File: src/rtl/div_ctrl_if.sv
// Issue/result bundle between the execute stage and the RV32M divide sequencer.
// The slave modport is the divider side; the master modport is the issuing side.
interface div_ctrl_if #(parameter int XLEN = 32);
  logic            start_i;
  logic [2:0]      op_i;
  logic [XLEN-1:0] dividend_i;
  logic [XLEN-1:0] divisor_i;
  logic [4:0]      rd_addr_i;
  logic            flush_i;
  logic [XLEN-1:0] result_o;
  logic [4:0]      rd_addr_o;
  logic            ready_o;
  logic            busy_o;
  logic            hold_flag_o;

  modport slave (
    input  start_i, op_i, dividend_i, divisor_i, rd_addr_i, flush_i,
    output result_o, rd_addr_o, ready_o, busy_o, hold_flag_o
  );
  modport master (
    output start_i, op_i, dividend_i, divisor_i, rd_addr_i, flush_i,
    input  result_o, rd_addr_o, ready_o, busy_o, hold_flag_o
  );
endinterface

File: src/rtl/div_ctrl.sv
// RV32M DIV/DIVU/REM/REMU sequencer: restoring shift-subtract, one quotient bit
// per cycle, with stall request to ctrl and flush abort.
module div_ctrl #(
  parameter int XLEN  = 32,
  parameter int CNT_W = 5
) (
  input  logic       clk,
  input  logic       rst_n,
  div_ctrl_if.slave  bus
);

  typedef enum logic [1:0] {IDLE, CALC, DONE} state_t;

  typedef struct packed {
    logic       sel_rem;
    logic       neg_q;
    logic       neg_r;
    logic [4:0] rd_addr;
  } req_t;

  state_t          state;
  req_t            req;
  logic [CNT_W-1:0] cnt;
  logic [XLEN-1:0] dvd, dsr, rem;

  logic            accept;
  logic            a_neg, b_neg;
  logic [XLEN-1:0] a_abs, b_abs;
  logic [XLEN:0]   rem_sh, diff;
  logic            q_bit;
  logic [XLEN-1:0] dvd_nxt, rem_nxt, q_fix, r_fix;

  assign accept = (state == IDLE) & bus.start_i & bus.op_i[2] & ~bus.flush_i;

  // op_i[0]=0 selects the signed variants (DIV, REM)
  assign a_neg = ~bus.op_i[0] & bus.dividend_i[XLEN-1];
  assign b_neg = ~bus.op_i[0] & bus.divisor_i[XLEN-1];
  assign a_abs = a_neg ? -bus.dividend_i : bus.dividend_i;
  assign b_abs = b_neg ? -bus.divisor_i  : bus.divisor_i;

  // dvd shifts out dividend bits at the top and collects quotient bits at the bottom
  assign rem_sh  = {rem, dvd[XLEN-1]};
  assign diff    = rem_sh - {1'b0, dsr};
  assign q_bit   = ~diff[XLEN];
  assign rem_nxt = q_bit ? diff[XLEN-1:0] : rem_sh[XLEN-1:0];
  assign dvd_nxt = {dvd[XLEN-2:0], q_bit};
  assign q_fix   = req.neg_q ? -dvd_nxt : dvd_nxt;
  assign r_fix   = req.neg_r ? -rem_nxt : rem_nxt;

  always_ff @(posedge clk or negedge rst_n) begin
    if (!rst_n) begin
      state         <= IDLE;
      req           <= '0;
      cnt           <= '0;
      dvd           <= '0;
      dsr           <= '0;
      rem           <= '0;
      bus.result_o  <= '0;
      bus.rd_addr_o <= '0;
    end else begin
      case (state)
        IDLE: if (accept) begin
          req <= '{sel_rem: bus.op_i[1], neg_q: a_neg ^ b_neg, neg_r: a_neg,
                   rd_addr: bus.rd_addr_i};
          dvd <= a_abs;
          dsr <= b_abs;
          rem <= '0;
          cnt <= '0;
          if (bus.divisor_i == '0) begin
            state         <= DONE;
            bus.result_o  <= bus.op_i[1] ? bus.dividend_i : '1;
            bus.rd_addr_o <= bus.rd_addr_i;
          end else begin
            state <= CALC;
          end
        end
        CALC: if (bus.flush_i) begin
          state <= IDLE;
        end else begin
          dvd <= dvd_nxt;
          rem <= rem_nxt;
          cnt <= cnt + 1'b1;
          if (cnt == CNT_W'(XLEN-1)) begin
            state         <= DONE;
            bus.result_o  <= req.sel_rem ? r_fix : q_fix;
            bus.rd_addr_o <= req.rd_addr;
          end
        end
        DONE:    state <= IDLE;
        default: state <= IDLE;
      endcase
    end
  end

  assign bus.ready_o     = (state == DONE) & ~bus.flush_i;
  assign bus.busy_o      = (state == CALC);
  assign bus.hold_flag_o = accept | (state == CALC);

endmodule
File: src/flat_wrapper.sv
// flat-port wrapper written by rule: the top's interface ports become plain ports
module div_ctrl_flat 
#(
  parameter int XLEN  = 32,
  parameter int CNT_W = 5
)
  (clk, rst_n, bus_start_i, bus_op_i, bus_dividend_i, bus_divisor_i, bus_rd_addr_i, bus_flush_i, bus_result_o, bus_rd_addr_o, bus_ready_o, bus_busy_o, bus_hold_flag_o);
  div_ctrl_if #(.XLEN(XLEN)) bus_i ();
  input  logic clk;
  input  logic rst_n;
  input wire logic [$bits(bus_i.start_i)-1:0] bus_start_i;
  input wire logic [$bits(bus_i.op_i)-1:0] bus_op_i;
  input wire logic [$bits(bus_i.dividend_i)-1:0] bus_dividend_i;
  input wire logic [$bits(bus_i.divisor_i)-1:0] bus_divisor_i;
  input wire logic [$bits(bus_i.rd_addr_i)-1:0] bus_rd_addr_i;
  input wire logic [$bits(bus_i.flush_i)-1:0] bus_flush_i;
  output wire logic [$bits(bus_i.result_o)-1:0] bus_result_o;
  output wire logic [$bits(bus_i.rd_addr_o)-1:0] bus_rd_addr_o;
  output wire logic [$bits(bus_i.ready_o)-1:0] bus_ready_o;
  output wire logic [$bits(bus_i.busy_o)-1:0] bus_busy_o;
  output wire logic [$bits(bus_i.hold_flag_o)-1:0] bus_hold_flag_o;
  assign bus_i.start_i = bus_start_i;
  assign bus_i.op_i = bus_op_i;
  assign bus_i.dividend_i = bus_dividend_i;
  assign bus_i.divisor_i = bus_divisor_i;
  assign bus_i.rd_addr_i = bus_rd_addr_i;
  assign bus_i.flush_i = bus_flush_i;
  assign bus_result_o = bus_i.result_o;
  assign bus_rd_addr_o = bus_i.rd_addr_o;
  assign bus_ready_o = bus_i.ready_o;
  assign bus_busy_o = bus_i.busy_o;
  assign bus_hold_flag_o = bus_i.hold_flag_o;
  div_ctrl #(.XLEN(XLEN), .CNT_W(CNT_W)) u_core (.clk(clk), .rst_n(rst_n), .bus(bus_i));
endmodule
File: config.mk
export PLATFORM = sky130hd
export DESIGN_NAME = div_ctrl_flat
export DESIGN_NICKNAME = d
export VERILOG_FILES = /design/src/rtl/div_ctrl_if.sv /design/src/rtl/div_ctrl.sv /design/src/flat_wrapper.sv
export SDC_FILE = /design/constraint.sdc
export NUM_CORES = 1
export LEC_CHECK = 0
export ABC_AREA = 1
export CAP_MARGIN = 20
export CORE_MARGIN = 2
export CORE_UTILIZATION = 45
export CTS_BUF_LIST = sky130_fd_sc_hd__clkbuf_4
export DETAILED_ROUTE_END_ITERATION = 16
export PLACE_DENSITY = 0.68
export SYNTH_ARGS = -nofsm -noshare
export SYNTH_HDL_FRONTEND = slang
export SYNTH_SLANG_ARGS = --single-unit
File: constraint.sdc
create_clock -name clk -period 4.3 [get_ports clk]
set_input_delay 0.86 -clock clk [delete_from_list [all_inputs] [get_ports clk]]
set_output_delay 0.86 -clock clk [all_outputs]
set_load 0.1 [all_outputs]
==> flow_metrics.py, run 1 <==
metrics = {
    "floorplan": {
        "die_h_um": 172.8,
        "die_area_um2": 29840,
        "initial_utilization": 0.4587,
        "die_x_um": 172.8,
        "core_um2": 27930,
        "rows": 61,
        "io_pins": 116,
    },
    "detailed_routing": {
        "drc_errors": 0,
        "drtIter0Drc": 1359,
        "first_pass_iters": 7,
        "routed_wire_length_per_instance_um": 16.36,
        "vias": 13750,
        "detail-route-antenna-nets": 0,
        "wirelength_um": 41740,
        "routed_via_density": 5.388,
    },
    "setup_path": {
        "critPathRequiredTime_ns": 4.84,
        "crit_type": "reg -> reg",
        "slowest_delay_ns": 0.48,
        "end_kind": "flip-flop",
        "crit_top_cell": "nand2_1",
        "arrival_ns": 4.61,
        "cpMaxStageDelayCell": "buf_4",
        "cp-start-kind": "flip-flop",
        "reg2reg_to": "u_core.bus.result_o[10]$_DFFE_PN0P_",
        "rrSetupSlack_ns": 0.23,
        "critPathMaxFanout": 43,
        "reg2reg_depth": 25,
        "reg2reg_from": "u_core.dsr[0]$_DFFE_PN0P_",
    },
    "grt": {
        "use_met1": 0.3978,
        "grt_usage": 0.2793,
        "antenna_found_initial": 1,
        "use_met2": 0.4488,
        "grt_first_pass_wirelength_um": 67360,
        "met3_usage": 0.03298,
        "busiest_layer": "met2",
        "grt_max_degree": 99,
        "grt_pass1_vias": 12930,
        "grt_overflow_total": 0,
    },
    "placement": {
        "dpl.hpwl_um": 32300,
        "place.gp.congestion": 0.9691,
        "portBuffers": 115,
        "pre_cts_slack_ns": -0.06953,
    },
    "yosys": {
        "yosys_most_used_dff": "dfrtp_1",
        "avgSynthCellArea_um2": 6.224,
        "netlist_instances": 2059,
        "synth_area_leaders": "dfrtp_1 29%, nand2_1 19%, inv_1 8.0%",
        "syn_area_um2": 12810,
        "synth_cell_type_count": 50,
        "synth.top_cells.by_count": "633 x nand2_1, 272 x inv_1, 214 x nor2_1, 155 x o21ai_0, 148 x dfrtp_1",
        "synth-edff-count": 0,
        "ys_seq_area_frac": 0.2890,
        "synth_async_sr_flop_share": 1.000,
        "syn_nets": 2174,
        "yosysWarnings": 0,
        "yosysTopAreaCell": "dfrtp_1",
        "ys_ff_latch": 148,
        "yosysTopAreaCellShare": 0.2890,
        "yosysMostFrequentCell": "nand2_1",
    },
    "timing": {
        "tightest_slew_ns": 1.009,
        "fmax_ghz": 0.2456,
        "timing.final.crit_share": 0.9471,
        "report.final.slew_viol_count": 0,
        "period_minus_slack_ns": 4.072,
        "slew_headroom": 0.3254,
        "hold_viol": 0,
        "clock_skew_ns": 0.03422,
        "hold_slack_ns": 0.3444,
        "setup_tns_ns": 0,
        "layout_setup_ws_ns": 0.2276,
        "setup_violations": 0,
    },
    "min_path": {
        "hold_class": "in -> async",
    },
    "cts": {
        "path_clk_slew_ns": 0.17,
        "postCtsHoldBufs": 0,
        "clockBufferDepth": 2,
        "clk-insertion-delay-late_ns": 0.59,
        "ctsRootBufferMaster": "clkbuf_4",
        "cts.sink_count": 148,
        "cts_tree": "built",
        "cts_made_buffers": 17,
        "htree_levels": 4,
    },
    "flow_run": {
        "drv_cap": 0,
    },
    "run_status": {
        "outcome": "finished clean",
    },
    "final_layout": {
        "drive_gt1_frac": 0.07455,
        "area_delta_synth_final_pct": 15.35,
        "utilization": 0.5292,
        "nets": 2275,
    },
}
==> critical path, delay by kind of cell (launching register included) <==
kind / cells / cell delay (ns)
simple gates: 18 / 1.84
fa+ha+maj: 3 / 0.80
buf+inv: 2 / 0.56
compound gates: 2 / 0.42
flops: 1 / 0.41
==> cells in the final DEF (no fill, tap or decap), types with 22 or more instances in the layout <==
cell | Yosys | layout
a21oi_1 | 96 | 96
a31oi_1 | 22 | 22
buf_4 | 3 | 35
clkdlybuf4s50_1 | 0 | 112
dfrtp_1 | 148 | 148
ha_1 | 38 | 36
inv_1 | 272 | 270
nand2_1 | 633 | 633
nand2_2 | 28 | 28
nand3_1 | 123 | 119
nor2_1 | 214 | 212
nor3_1 | 25 | 23
o21ai_0 | 155 | 152
o21ai_1 | 21 | 23
o22ai_1 | 27 | 27
xor2_1 | 40 | 40
==> cells by family (layout without fill, tap and decap cells) <==
group | after synthesis | after routing | synth area share
and+or+nand+nor | 1085 | 1085 | 0.3590
AOI/OAI and AO/OA | 375 | 375 | 0.1669
buffers and inverters | 357 | 471 | 0.1089
DFF | 148 | 148 | 0.2890
xor gates and xnor gates | 55 | 55 | 0.03759
adders and majority gates | 39 | 39 | 0.03866
other | 0 | 1 | 0
==> worst max-delay path by stage <==
stage | from | endpoint | slack (ns)
2_1_floorplan | u_core.dvd[31]$_DFFE_PN0P_ | u_core.bus.result_o[28]$_DFFE_PN0P_ | 0.26
3_3_place_gp | u_core.dsr[0]$_DFFE_PN0P_ | u_core.bus.result_o[28]$_DFFE_PN0P_ | 0.004
3_5_place_dp | u_core.dsr[0]$_DFFE_PN0P_ | u_core.bus.result_o[28]$_DFFE_PN0P_ | -0.07
4_1_cts | u_core.dsr[0]$_DFFE_PN0P_ | u_core.bus.result_o[28]$_DFFE_PN0P_ | 0.03
5_1_grt | u_core.dsr[0]$_DFFE_PN0P_ | u_core.bus.result_o[24]$_DFFE_PN0P_ | -0.03
6_report | u_core.dsr[0]$_DFFE_PN0P_ | u_core.bus.result_o[10]$_DFFE_PN0P_ | 0.23
==> sequential cells by signal (all words and copies together), names as in the netlist <==
register and count:
u_core.req 8, u_core.state 2, u_core.bus.result_o 32, u_core.cnt 5, u_core.dvd 32, u_core.dsr 32
u_core.bus.rd_addr_o 5, u_core.rem 32
==> metrics by stage <==
step	cell area, µm²	cells
CTS	14660	2545
finish	14780	2552
global placement	14390	2513
detailed placement	14390	2513
global route	14780	2552
floorplan	12810	2059
==> what timing repair did <==
action,4_1_cts,5_1_grt
gates resized for setup,1,16
setup buffers,0,5
pin swaps,0,8
setup endpoints to repair,1,11
==> cell type report <==
| cell class | count | area (µm²) |
|---|---|---|
| Fill cell | 2938 | 13150 |
| Multi-Input combinational cell | 1554 | 7775 |
| Sequential cell | 148 | 3704 |
| Timing Repair Buffer | 152 | 1483 |
| Inverter | 287 | 1077 |
| Tap cell | 378 | 473.0 |
| Clock buffer | 19 | 142.6 |
| Clock inverter | 13 | 125.1 |
| Antenna cell | 1 | 2.502 |
==> layer usage <==
metal	share of wire	vias up
met3	0.063	69
met2	0.45	501
li1	-	6824
met5	0	-
met1	0.46	6356
met4	0.025	0
Power of run 1 is left out: the tool's default activity adds up to more than one toggle a clock period on the data nets, which glitch-free logic cannot reach.
==> run 2, diff against run 1 <==
Settings changed: REMOVE_ABC_BUFFERS from default to 1.
==> flow_metrics.py, run 2 (synthesis results as in run 1) <==
metrics = {
    "run_status": {
        "outcome": "finished clean",
    },
    "floorplan": {
        "die_area_um2": 29840,
        "initial_utilization": 0.4587,
        "io_pins": 116,
        "die_h_um": 172.8,
        "rows": 61,
        "core_um2": 27930,
        "die_x_um": 172.8,
    },
    "grt": {
        "use_met1": 0.3718,
        "use_met2": 0.4371,
        "grt_first_pass_wirelength_um": 65450,
        "grt_overflow_total": 0,
        "grt_usage": 0.2704,
        "busiest_layer": "met2",
        "grt_max_degree": 94,
        "antenna_found_initial": 1,
        "met3_usage": 0.03980,
        "grt_pass1_vias": 12810,
    },
    "timing": {
        "timing.final.crit_share": 0.9179,
        "clock_skew_ns": 0.02911,
        "period_minus_slack_ns": 3.947,
        "hold_slack_ns": 0.3462,
        "setup_tns_ns": 0,
        "setup_violations": 0,
        "tightest_slew_ns": 1.078,
        "hold_viol": 0,
        "layout_setup_ws_ns": 0.3528,
        "slew_headroom": 0.2814,
        "fmax_ghz": 0.2533,
        "report.final.slew_viol_count": 0,
    },
    "setup_path": {
        "crit_type": "reg -> reg",
        "cp-start-kind": "flip-flop",
        "critPathRequiredTime_ns": 4.81,
        "reg2reg_depth": 27,
        "end_kind": "flip-flop",
        "critPathMaxFanout": 7,
        "rrSetupSlack_ns": 0.35,
        "reg2reg_to": "u_core.bus.result_o[30]$_DFFE_PN0P_",
        "reg2reg_from": "u_core.rem[28]$_DFFE_PN0P_",
        "arrival_ns": 4.46,
    },
    "final_layout": {
        "seq_area_um2": 3704,
        "multi_input_area_um2": 7787,
        "drive_gt1_frac": 0.07593,
        "area_delta_synth_final_pct": 16.21,
        "layout_common_cells": "633 x nand2_1, 269 x inv_1, 212 x nor2_1",
        "nets": 2275,
        "final_common_cell": "nand2_1",
        "final_cells": 2552,
        "fillerInstances": 2862,
    },
    "flow_run": {
        "drv_cap": 0,
    },
    "cts": {
        "cts.sink_count": 148,
        "ctsRootBufferMaster": "clkbuf_4",
        "path_clk_slew_ns": 0.13,
        "postCtsHoldBufs": 0,
        "htree_levels": 4,
        "cts_tree": "built",
        "cts_made_buffers": 17,
        "clk-insertion-delay-late_ns": 0.61,
        "clockBufferDepth": 2,
    },
    "detailed_routing": {
        "routed_wire_length_per_instance_um": 15.85,
        "vias": 13690,
        "routed_via_density": 5.365,
        "drtIter0Drc": 1121,
        "drc_errors": 0,
        "wirelength_um": 40460,
        "detail-route-antenna-nets": 0,
        "first_pass_iters": 5,
    },
    "placement": {
        "dpl.hpwl_um": 30890,
        "place.gp.congestion": 0.9448,
        "pre_cts_slack_ns": -0.004620,
        "dp_cells": 2515,
        "portBuffers": 115,
    },
    "min_path": {
        "hold_class": "in -> async",
    },
}
-- run 2: worst max path at each step --
| stage | from | endpoint |
|---|---|---|
| after detailed placement | u_core.dvd[31]$_DFFE_PN0P_ | u_core.bus.result_o[28]$_DFFE_PN0P_ |
| final | u_core.rem[28]$_DFFE_PN0P_ | u_core.bus.result_o[30]$_DFFE_PN0P_ |
| after floorplan | u_core.state[1]$_DFFE_PN0P_ | u_core.bus.result_o[1]$_DFFE_PN0P_ |
| after global placement | u_core.dvd[31]$_DFFE_PN0P_ | u_core.bus.result_o[28]$_DFFE_PN0P_ |
| after global routing | u_core.dsr[0]$_DFFE_PN0P_ | u_core.bus.result_o[30]$_DFFE_PN0P_ |
| after CTS | u_core.dvd[31]$_DFFE_PN0P_ | u_core.bus.result_o[30]$_DFFE_PN0P_ |
-- run 2: metrics by stage --
step / utilization / cell area (µm²)
final: 0.5331 / 14890
after global routing: 0.5331 / 14890
after CTS: 0.5291 / 14780
after detailed placement: 0.5159 / 14410
after global placement: 0.5159 / 14410
after floorplan: - / 12500
-- run 2: critical path, cell delays in order (launching register included) --
cell	delay (ns)
dfrtp_1	0.43
ha_1	0.39
nand2_1	0.13
nor2_1	0.23
nand2_1	0.15
nor2_2	0.21
nand2_4	0.10
nand2_4	0.08
nand2_4	0.09
nand2_8	0.09
ha_4	0.14
nand3_2	0.10
nor3_4	0.24
nand3_2	0.11
nor3_2	0.21
nand2_1	0.08
inv_2	0.08
nand3_2	0.10
nand2_1	0.12
o21ai_2	0.09
nor2_1	0.16
o21ai_1	0.10
o21ai_1	0.12
a21oi_1	0.06
nor2_1	0.09
nand2_1	0.06
nand2_1	0.05
nand2_1	0.04
-- run 2: routing by layer --
layer | up-vias | routed length [µm]
met1 | 6344 | 18390
met2 | 452 | 18590
met4 | 0 | 1045
met5 | - | 0
li1 | 6835 | -
met3 | 61 | 2434
-- run 2: final cells by class --
cell class	instances	share of cell area
clock buffers	21	0.01059
well taps	378	0.03176
diodes	1	0.0001680
flip-flops and latches	148	0.2487
repair buffers	152	0.09965
inverters	287	0.07234
multi-input cells	1554	0.5229
clock inverters	11	0.01386
-- run 2: what timing repair did --
action                                  CTS  global route
cloned                                    0             0
hold endpoints to repair                  0             0
buffers inserted                          0             3
endpoints found under the setup margin    2            14
pin swaps                                 0             7
resized for setup                         2            20
Power of run 2 is left out for the same reason.
